### config.mk
export PLATFORM = sky130hd
export DESIGN_NAME = text_console_writer
export DESIGN_NICKNAME = d
export VERILOG_FILES = /design/src/rtl/text_pkg.sv /design/src/rtl/text_cursor.sv /design/src/rtl/text_console_writer.sv
export SDC_FILE = /design/constraint.sdc
export NUM_CORES = 1
export LEC_CHECK = 0
export CAP_MARGIN = 20
export CORE_MARGIN = 2
export CORE_UTILIZATION = 24
export CTS_CLUSTER_DIAMETER = 30
export CTS_CLUSTER_SIZE = 30
export DETAILED_ROUTE_END_ITERATION = 8
export HOLD_SLACK_MARGIN = 0.12
export PLACE_DENSITY = 0.48
export SYNTH_ARGS = -nofsm -noshare
export SYNTH_HDL_FRONTEND = slang
export SYNTH_SLANG_ARGS = --single-unit
export TNS_END_PERCENT = 10
### constraint.sdc
create_clock -name clk -period 6.2 [get_ports clk]
set_input_delay 1.24 -clock clk [delete_from_list [all_inputs] [get_ports clk]]
set_output_delay 1.24 -clock clk [all_outputs]
set_load 0.005 [all_outputs]
### src/rtl/text_pkg.sv
// Shared text-mode constants, control codes and writer state encoding.
// The framebuffer read path uses the same COLS/ROWS constants.
package text_pkg;

  localparam int TEXT_COLS   = 80;
  localparam int TEXT_ROWS   = 30;
  localparam int TEXT_ADDR_W = 12;

  localparam logic [7:0] ASCII_LF    = 8'h0A;
  localparam logic [7:0] ASCII_CR    = 8'h0D;
  localparam logic [7:0] ASCII_BS    = 8'h08;
  localparam logic [7:0] ASCII_FF    = 8'h0C;
  localparam logic [7:0] ASCII_SPACE = 8'h20;

  typedef enum logic [1:0] {
    IDLE       = 2'd0,
    CLR_LINE   = 2'd1,
    CLR_SCREEN = 2'd2
  } state_t;

  function automatic logic is_printable(input logic [7:0] b);
    return (b >= 8'h20) && (b <= 8'h7E);
  endfunction

endpackage

### src/rtl/text_cursor.sv
// Cursor column/row counters for the text console, with a registered
// cell address (row*COLS + col) kept in step with the counters.
module text_cursor
  import text_pkg::*;
#(
  parameter int COLS   = TEXT_COLS,
  parameter int ROWS   = TEXT_ROWS,
  parameter int ADDR_W = TEXT_ADDR_W
) (
  input  logic              clk,
  input  logic              rst_n,
  input  logic              advance,
  input  logic              newline,
  input  logic              cr,
  input  logic              bs,
  input  logic              home,
  output logic [6:0]        col,
  output logic [4:0]        row,
  output logic [ADDR_W-1:0] addr,
  output logic              at_eol,
  output logic              wrap
);

  logic [6:0]        col_reg, col_next;
  logic [4:0]        row_reg, row_next;
  logic [ADDR_W-1:0] addr_reg, addr_next;
  logic [4:0]        row_inc;

  assign at_eol  = (col_reg == 7'(COLS - 1));
  // A newline taken from the current row would wrap back to row 0.
  assign wrap    = (row_reg == 5'(ROWS - 1));
  assign row_inc = wrap ? 5'd0 : row_reg + 5'd1;

  always_comb begin
    col_next = col_reg;
    row_next = row_reg;
    if (home) begin
      col_next = 7'd0;
      row_next = 5'd0;
    end else if (advance) begin
      if (at_eol) begin
        col_next = 7'd0;
        row_next = row_inc;
      end else begin
        col_next = col_reg + 7'd1;
      end
    end else if (newline) begin
      col_next = 7'd0;
      row_next = row_inc;
    end else if (cr) begin
      col_next = 7'd0;
    end else if (bs && (col_reg != 7'd0)) begin
      col_next = col_reg - 7'd1;
    end
    addr_next = ADDR_W'(row_next) * ADDR_W'(COLS) + ADDR_W'(col_next);
  end

  always_ff @(posedge clk) begin
    if (!rst_n) begin
      col_reg  <= 7'd0;
      row_reg  <= 5'd0;
      addr_reg <= '0;
    end else begin
      col_reg  <= col_next;
      row_reg  <= row_next;
      addr_reg <= addr_next;
    end
  end

  assign col  = col_reg;
  assign row  = row_reg;
  assign addr = addr_reg;

endmodule

### src/rtl/text_console_writer.sv
// Byte-stream writer for the 80x30 text buffer (drives text_memory port A).
// Optional CLEAR_ON_RESET_EN: clear the whole screen after every reset.
module text_console_writer
  import text_pkg::*;
#(
  parameter int         COLS      = TEXT_COLS,
  parameter int         ROWS      = TEXT_ROWS,
  parameter int         ADDR_W    = TEXT_ADDR_W,
  parameter logic [7:0] FILL_CHAR = ASCII_SPACE
) (
  input  logic              clk,
  input  logic              rst_n,
  input  logic [7:0]        char_in,
  input  logic              char_valid,
  output logic              char_ready,
  output logic              wea,
  output logic [ADDR_W-1:0] addra,
  output logic [7:0]        dina,
  output logic [6:0]        cursor_col,
  output logic [4:0]        cursor_row,
  output logic              busy
);

`ifdef CLEAR_ON_RESET_EN
  localparam state_t     RESET_STATE = CLR_SCREEN;
  localparam logic       RESET_READY = 1'b0;
`else
  localparam state_t     RESET_STATE = IDLE;
  localparam logic       RESET_READY = 1'b1;
`endif

  state_t            state_reg, state_next;
  logic [ADDR_W-1:0] clr_cnt_reg, clr_cnt_next;
  logic              wea_reg, wea_next;
  logic [ADDR_W-1:0] addra_reg, addra_next;
  logic [7:0]        dina_reg, dina_next;
  logic              ready_reg;

  logic              cur_advance, cur_newline, cur_cr, cur_bs, cur_home;
  logic [ADDR_W-1:0] cur_addr;
  logic              cur_at_eol, cur_wrap;
  logic              accept;

  text_cursor #(
    .COLS   (COLS),
    .ROWS   (ROWS),
    .ADDR_W (ADDR_W)
  ) u_cursor (
    .clk     (clk),
    .rst_n   (rst_n),
    .advance (cur_advance),
    .newline (cur_newline),
    .cr      (cur_cr),
    .bs      (cur_bs),
    .home    (cur_home),
    .col     (cursor_col),
    .row     (cursor_row),
    .addr    (cur_addr),
    .at_eol  (cur_at_eol),
    .wrap    (cur_wrap)
  );

  assign accept = char_valid && ready_reg;

  always_comb begin
    state_next   = state_reg;
    clr_cnt_next = clr_cnt_reg;
    wea_next     = 1'b0;
    addra_next   = addra_reg;
    dina_next    = dina_reg;
    cur_advance  = 1'b0;
    cur_newline  = 1'b0;
    cur_cr       = 1'b0;
    cur_bs       = 1'b0;
    cur_home     = 1'b0;
    case (state_reg)
      IDLE: begin
        if (accept) begin
          if (is_printable(char_in)) begin
            wea_next    = 1'b1;
            addra_next  = cur_addr;
            dina_next   = char_in;
            cur_advance = 1'b1;
            // Writing the very last cell wraps to row 0, which is cleared next.
            if (cur_at_eol && cur_wrap) begin
              state_next   = CLR_LINE;
              clr_cnt_next = '0;
            end
          end else begin
            case (char_in)
              ASCII_LF: begin
                cur_newline = 1'b1;
                if (cur_wrap) begin
                  state_next   = CLR_LINE;
                  clr_cnt_next = '0;
                end
              end
              ASCII_CR: cur_cr = 1'b1;
              ASCII_BS: begin
                if (cursor_col != 7'd0) begin
                  cur_bs     = 1'b1;
                  wea_next   = 1'b1;
                  addra_next = cur_addr - ADDR_W'(1);
                  dina_next  = FILL_CHAR;
                end
              end
              ASCII_FF: begin
                state_next   = CLR_SCREEN;
                clr_cnt_next = '0;
              end
              default: ;
            endcase
          end
        end
      end
      CLR_LINE: begin
        // Cursor already sits at column 0 of the row being cleared.
        wea_next     = 1'b1;
        addra_next   = cur_addr + clr_cnt_reg;
        dina_next    = FILL_CHAR;
        clr_cnt_next = clr_cnt_reg + ADDR_W'(1);
        if (clr_cnt_reg == ADDR_W'(COLS - 1)) begin
          state_next = IDLE;
        end
      end
      CLR_SCREEN: begin
        wea_next     = 1'b1;
        addra_next   = clr_cnt_reg;
        dina_next    = FILL_CHAR;
        clr_cnt_next = clr_cnt_reg + ADDR_W'(1);
        if (clr_cnt_reg == ADDR_W'(COLS * ROWS - 1)) begin
          cur_home   = 1'b1;
          state_next = IDLE;
        end
      end
      default: state_next = IDLE;
    endcase
  end

  always_ff @(posedge clk) begin
    if (!rst_n) begin
      state_reg   <= RESET_STATE;
      ready_reg   <= RESET_READY;
      clr_cnt_reg <= '0;
      wea_reg     <= 1'b0;
      addra_reg   <= '0;
      dina_reg    <= 8'd0;
    end else begin
      state_reg   <= state_next;
      ready_reg   <= (state_next == IDLE);
      clr_cnt_reg <= clr_cnt_next;
      wea_reg     <= wea_next;
      addra_reg   <= addra_next;
      dina_reg    <= dina_next;
    end
  end

  assign char_ready = ready_reg;
  assign busy       = ~ready_reg;
  assign wea        = wea_reg;
  assign addra      = addra_reg;
  assign dina       = dina_reg;

endmodule

==> results of run 1 <==
cell usage after synthesis, types with 6 or more instances:
| cell | n | area share [%] |
|---|---|---|
| buf_2 | 8 | 0.96 |
| inv_1 | 18 | 1.6 |
| clkbuf_1 | 10 | 0.90 |
| xnor2_1 | 15 | 3.2 |
| and3_1 | 12 | 1.8 |
| a211oi_1 | 7 | 1.3 |
| a21oi_1 | 45 | 5.4 |
| nor2_1 | 57 | 5.1 |
| or2_2 | 7 | 1.1 |
| dfxtp_1 | 56 | 27 |
| o211ai_1 | 7 | 1.3 |
| o21ai_0 | 15 | 1.8 |
| o21bai_1 | 6 | 1.1 |
| nor2b_1 | 7 | 1.1 |
| nand2_1 | 57 | 5.1 |
| a21o_1 | 7 | 1.3 |
| a31oi_1 | 8 | 1.2 |
| nor3_1 | 18 | 2.2 |
| nand3_1 | 22 | 2.6 |
| ha_1 | 28 | 8.4 |
| xor2_1 | 19 | 4.0 |
| a22oi_1 | 8 | 1.4 |
worst min-delay path by stage:
| stage | from | end | slack, ns | depth (start not counted) |
|---|---|---|---|---|
| after global placement | addra[6] | addra[6] | 0.45 | 2 |
| after floorplan | addra[5] | addra[5] | 0.45 | 2 |
| final | addra[6] | addra[6] | 0.45 | 2 |
| after detailed placement | addra[6] | addra[6] | 0.45 | 2 |
| after global routing | addra[1] | addra[1] | 0.48 | 2 |
| after CTS | addra[6] | addra[6] | 0.46 | 2 |
final cells by class:
class / instances / area, um^2 / share of cell area, %
Tap cell: 225 / 281.5 / 5.685
Sequential cell: 56 / 1121 / 22.64
Inverter: 19 / 71.32 / 1.440
Timing Repair Buffer: 48 / 473.0 / 9.550
Multi-Input combinational cell: 427 / 2841 / 57.38
Clock buffer: 6 / 128.9 / 2.602
Clock inverter: 2 / 35.03 / 0.7074
metrics by stage:
step           util [%]  cell area [um^2]  hold WS, ns  cells  total power, uW
2_1_floorplan         -              4164       0.4482    527            451.6
3_3_place_gp      27.98              4788       0.4535    775            501.2
3_5_place_dp      27.98              4788       0.4473    775            501.2
4_1_cts           28.93              4952       0.4582    783            832.0
5_1_grt           28.93              4952       0.4821    783            858.6
6_report          28.93              4952       0.4543    783            818.5
power groups by stage:
stage	registers [uW]	clock network, uW	logic [uW]
2_1_floorplan	382	0	69.5
3_3_place_gp	387	0	115
3_5_place_dp	387	0	114
4_1_cts	378	339	115
5_1_grt	380	352	127
6_report	378	327	114
tightest hold or removal path: cells and delay by family (launching register included):
kind	cells	cell delay, ns
and+or+nand+nor	1	0.05
DFF	1	0.31
AOI/OAI and AO/OA	1	0.05
routing by layer:
layer / vias to the layer above / track usage [%] / wire [um]
met2: 84 / 23.01 / 5826
met5: - / 0 / 0
met1: 1797 / 19.08 / 5818
met4: 0 / 3.762 / 132
met3: 8 / 2.132 / 568
li1: 1953 / - / -
logic make-up after synthesis:
family / count (synthesis) / synth area share, %
AO/OA/AOI/OAI: 140 / 23.29
adder cells (fa/ha/maj): 31 / 9.856
AND/OR/NAND/NOR: 217 / 26.59
multiplexers: 4 / 0.9616
buffers and inverters: 44 / 4.838
XOR/XNOR: 35 / 7.542
flip-flops: 56 / 26.92
==> key figures, run 1 <==
Power and ir drop
  • Seq pwr share: 46.2%
  • P_sw: 211.5 uW
  • Int Pwr: 607.0 uW
  • Power per Cell Area: 165.3 nW/um^2
  • Peak VDD IR: 0.09178 mV
  • Switching share of power: 25.84%
  • Combinational power share: 13.9%
  • Clk pwr share: 39.9%
  • Leak: 0.001897 uW

Clock tree
  • Worst-path clk slew: 0.07 ns
  • Clock tree buffer depth: 2
  • Post-CTS Hold Buffers: 0
  • Clock tree sinks: 56
  • Post_cts resized: 0
  • TritonCTS clock tree: done
  • Clock Latency Late Sink: 0.31 ns
  • Setup Fix Bufs, Post-CTS: 0
  • Num CTS Buffers: 5
  • H-tree levels: 2
  • Clk root buf: clkbuf_16

Placement
  • Input/output buffers: 45
  • DP Wirelength: 9662 um
  • Setup WS pre-CTS: 0.8198 ns
  • RePlAce Congestion: 0.8730

Worst setup path
  • Cell breakdown of the critical path: clkdlybuf4s50_1, nor4b_4, nand2_1, o32ai_4, o21ai_0, or2_2, inv_1, ha_1, ha_1, fa_1, nand2_1, o21bai_1, inv_1, nand2_1, mux2i_1, a21oi_1, a2bb2oi_1, a211oi_2
  • Startpoint type of the worst setup path: input pin
  • Crit path required time: 6.41 ns
  • Slowest library cell on the worst path: clkdlybuf4s50_1
  • Critical Path Sink: u_cursor.addr[10]
  • CP delay by family, top: compound AO/OA/AOI/OAI gates
  • Most used cell, CP: nand2_1
  • CP max stage delay: 0.53 ns
  • Crit. path cell count: 18
  • Reg2reg setup slack: 1.82 ns
  • CP bufs+invs: 3
  • Reg2reg start: u_cursor.col[0]
  • CP endpoint kind: flip-flop
  • WP data arrival: 5.28 ns
  • Worst setup path category: input pin to flip-flop
  • Largest fanout on the critical path: 7
  • Worst Reg-to-Reg Cells: 19
  • RR Endpoint: u_cursor.addr[10]
  • CP Launch Point: char_in[0]

Yosys
  • Sequential area share after synthesis: 26.92%
  • Unique masters post-synth: 73
  • Top FF cell, synth: dfxtp_1
  • Warnings from Yosys: 0
  • Avg Cell Area, Syn: 7.901 um^2
  • Yosys reg bits: 56
  • Post-Synthesis Net Count: 569
  • Syn Std Cell Area: 4164 um^2
  • Ys async rst share: 0%
  • Synth Instances: 527
  • Post-synth EDFFs: 0

STA
  • Crit path time final: 5.078 ns
  • Period utilisation layout: 81.90%
  • Final setup violation count: 0
  • Setup Skew: 0.01007 ns
  • Worst slew pin tran: 0.8497 ns
  • Slew headroom: 43.00%
  • Fin. Hold Viols: 0
  • Max-slew violation count: 0
  • Fmax: 196.9 MHz
  • Setup ws final: 1.122 ns
  • Setup_tns: 0 ns
  • RSZ-0062 raised after global routing: no

GRT
  • All-layer global routing usage: 14.00%
  • Vias in the first global route: 3,721
  • First-pass GRT wire length: 20,160 um
  • Remaining Overflow, GRT: 0
  • Initial antenna violation count: 0
  • Largest net degree at the start of global routing: 27

Drt
  • ANT nets after route: 0
  • Routed WL per cell: 15.77 um
  • Iteration-0 DRC Markers: 272
  • DRC viols: 0
  • Vias: 3,842
  • Final wirelength: 12,350 um
  • First-pass iteration count of the detailed router: 4
  • Via density: 4.907

Finish
  • Antenna diodes: 0
  • Commonest cells after routing, fill and taps aside: 57 x nor2_1, 57 x nand2_1, 56 x dfxtp_1
  • Filler cells: 1,804
  • Share of layout cells above drive strength 1: 6.631%
  • Area Growth Syn to Fin: 18.93%
  • Nets: 599

Die
  • Area of the die: 18,420 um^2
  • IO Count: 46
  • Starting Density: 24.33%
  • Width of the die: 135.7 um
  • Die height: 135.7 um
  • Core ar.: 17,120 um^2
  • Std-Cell Rows: 48

Hold path
  • Worst min-delay path class: flip-flop to flip-flop

Outcome
  • Run status: finished clean

Flow run
  • Max cap viols: 0
No activity file was read; power rests on OpenSTA's default activity.
==> inputs of run 2 (changes only) <==
PLACE_DENSITY = 0.49   (was 0.48)
clock period = 4.3 ns   (was 6.2 ns; I/O delays follow)
==> key figures, run 2 (same netlist as run 1, synthesis figures left out) <==
Power and ir drop
  • Peak VDD IR: 0.1491 mV (was 0.09178 mV)
  • Power per Cell Area: 218.8 nW/um^2 (was 165.3 nW/um^2)
  • Leak: 0.002303 uW (was 0.001897 uW)
  • Design Power: 1212 uW (was 818.5 uW)

Drt
  • Routed WL per cell: 15.45 um (was 15.77 um)
  • DRC viols: 0 (unchanged)
  • Via density: 4.892 (was 4.907)
  • Final wirelength: 13,180 um (was 12,350 um)
  • ANT nets after route: 0 (unchanged)
  • Vias: 4,173 (was 3,842)
  • First-pass iteration count of the detailed router: 4 (unchanged)
  • Iteration-0 DRC Markers: 254 (was 272)

Worst setup path
  • Largest fanout on the critical path: 5 (was 7)
  • Worst setup path category: input pin to flip-flop (unchanged)
  • CP delay by family, top: compound AO/OA/AOI/OAI gates (unchanged)
  • WP data arrival: 4.27 ns (was 5.28 ns)
  • Slowest library cell on the worst path: fa_1 (was clkdlybuf4s50_1)
  • CP max stage delay: 0.50 ns (was 0.53 ns)
  • CP bufs+invs: 3 (unchanged)
  • Startpoint type of the worst setup path: input pin (unchanged)
  • Crit path required time: 4.53 ns (was 6.41 ns)
  • CP endpoint kind: flip-flop (unchanged)
  • Cell breakdown of the critical path: clkdlybuf4s15_1, nor4b_4, nand2_2, o32ai_4, o21ai_2, or2_2, inv_1, ha_1, ha_1, fa_1, nand2_1, o21bai_2, inv_2, nand2_1, mux2i_1, a21oi_1, a2bb2oi_1, a211oi_2 (was clkdlybuf4s50_1, nor4b_4, nand2_1, o32ai_4, o21ai_0, or2_2, inv_1, ha_1, ha_1, fa_1, nand2_1, o21bai_1, inv_1, nand2_1, mux2i_1, a21oi_1, a2bb2oi_1, a211oi_2)

Placement
  • DP Wirelength: 10,260 um (was 9662 um)
  • Input/output buffers: 45 (unchanged)
  • RePlAce Congestion: 0.8542 (was 0.8730)
  • Cell count after placement: 841 (was 775)

STA
  • Period utilisation layout: 94.09%
  • Max-slew violation count: 0 (unchanged)
  • Crit path time final: 4.046 ns
  • Fmax: 247.2 MHz
  • Worst slew pin tran: 0.9880 ns (was 0.8497 ns)
  • Fin. Hold Viols: 0 (unchanged)
  • Slew headroom: 34.13% (was 43.00%)
  • Final setup violation count: 0 (unchanged)
  • Setup Skew: 0.01137 ns (was 0.01007 ns)

Finish
  • Nets: 669 (was 599)
  • Most common cell after layout, fill and taps aside: buf_4
  • Share of layout cells above drive strength 1: 19.59% (was 6.631%)
  • Commonest cells after routing, fill and taps aside: 72 x buf_4, 57 x nor2_1, 56 x nand2_1 (was 57 x nor2_1, 57 x nand2_1, 56 x dfxtp_1)
  • Antenna diodes: 0 (unchanged)
  • Area Growth Syn to Fin: 33.05% (was 18.93%)
  • Filler cells: 1,827 (was 1,804)
  • Core Util, Final: 32.37% (was 28.93%)
  • Layout Cells excl Fill: 853 (was 783)

GRT
  • Largest net degree at the start of global routing: 29 (was 27)
  • Remaining Overflow, GRT: 0 (unchanged)
  • Initial antenna violation count: 0 (unchanged)
  • All-layer global routing usage: 14.69% (was 14.00%)
  • First-pass GRT wire length: 21,250 um (was 20,160 um)
  • Vias in the first global route: 4,146 (was 3,721)

Clock tree
  • Clock Latency Late Sink: 0.31 ns (about the same)
  • Worst-path clk slew: 0.07 ns (about the same)
  • Num CTS Buffers: 5 (unchanged)
  • TritonCTS clock tree: done (unchanged)
  • Clock tree buffer depth: 2 (unchanged)
  • H-tree levels: 2 (unchanged)
  • Clk root buf: clkbuf_16 (unchanged)
  • Clock tree sinks: 56 (unchanged)

Die
  • Width of the die: 135.7 um (unchanged)
  • Starting Density: 24.33% (unchanged)
  • Core ar.: 17,120 um^2 (unchanged)
  • Die height: 135.7 um (unchanged)
  • Std-Cell Rows: 48 (unchanged)
  • IO Count: 46 (unchanged)
  • Area of the die: 18,420 um^2 (unchanged)

Outcome
  • Run status: finished clean (unchanged)

Flow run
  • Max cap viols: 0 (unchanged)

Hold path
  • Worst min-delay path class: flip-flop to flip-flop (unchanged)
run 2: area by class of cell:
type / instances / area, um^2 / share of cell area [%]
Clock buffer: 6 / 128.9 / 2.326
Timing Repair Buffer: 118 / 1011 / 18.25
Multi-Input combinational cell: 427 / 2889 / 52.15
Clock inverter: 2 / 35.03 / 0.6323
Inverter: 19 / 71.32 / 1.287
Sequential cell: 56 / 1124 / 20.28
Tap cell: 225 / 281.5 / 5.081
run 2: path summary, 6_finish.rpt:
check / from / slack, ns / endpoint / cells past startpoint
setup / recovery: char_in[0] / 0.25 / u_cursor.addr[10] / 18
hold / removal: addra[1] / 0.46 / addra[1] / 2
setup reg to reg: clr_cnt_reg[0] / 0.28 / u_cursor.addr[10] / 18
hold reg to reg: addra[1] / 0.46 / addra[1] / 2
run 2: per-stage QoR:
step                 TNS [ns]  hold slack, ns  cell area, um^2  worst slack, ns
CTS                         0          0.4621             5456          0.01454
detailed placement    -0.9322          0.4516             5284          -0.4606
finish                      0          0.4589             5540           0.2542
global placement      -0.5782          0.4523             5284          -0.3009
global route        -0.001730          0.4818             5540        -0.001730
floorplan                   0          0.4482             4164           0.2262
run 2: power by group:
group | switching, uW | internal (uW) | total [uW]
Sequential | 8.36 | 531 | 539
Clock | 202 | 275 | 477
Combinational | 105 | 91.2 | 196
Total | 315 | 897 | 1210
run 2: timing repair:
| action | in CTS | in global routing |
|---|---|---|
| resized for setup | 8 | 23 |
| setup buffers | 0 | 4 |
| hold buffers | 0 | 0 |
| gates cloned | 0 | 0 |
| endpoints found under the setup margin | 1 | 3 |
| pin swaps | 1 | 7 |
run 2: layer usage:
metal	up-vias	routed length [um]	track usage [%]
met5	-	0	0
met1	1974	5859	18.30
li1	2088	-	-
met2	94	6528	25.51
met3	17	543	2.731
met4	0	248	4.745
run 2: worst register-to-register path, cell delays in order, from the launching register on:
cell and delay (ns):
dfxtp_2 0.39, ha_1 0.20, or4b_4 0.48, nor3b_2 0.23
nand4_2 0.20, nor2_4 0.19, buf_4 0.19, nor2_4 0.05
ha_1 0.28, ha_1 0.23, fa_1 0.50, nand2_1 0.06
o21bai_2 0.21, inv_2 0.08, nand2_1 0.07, mux2i_1 0.15
a21oi_1 0.09, a2bb2oi_1 0.14, a211oi_2 0.20
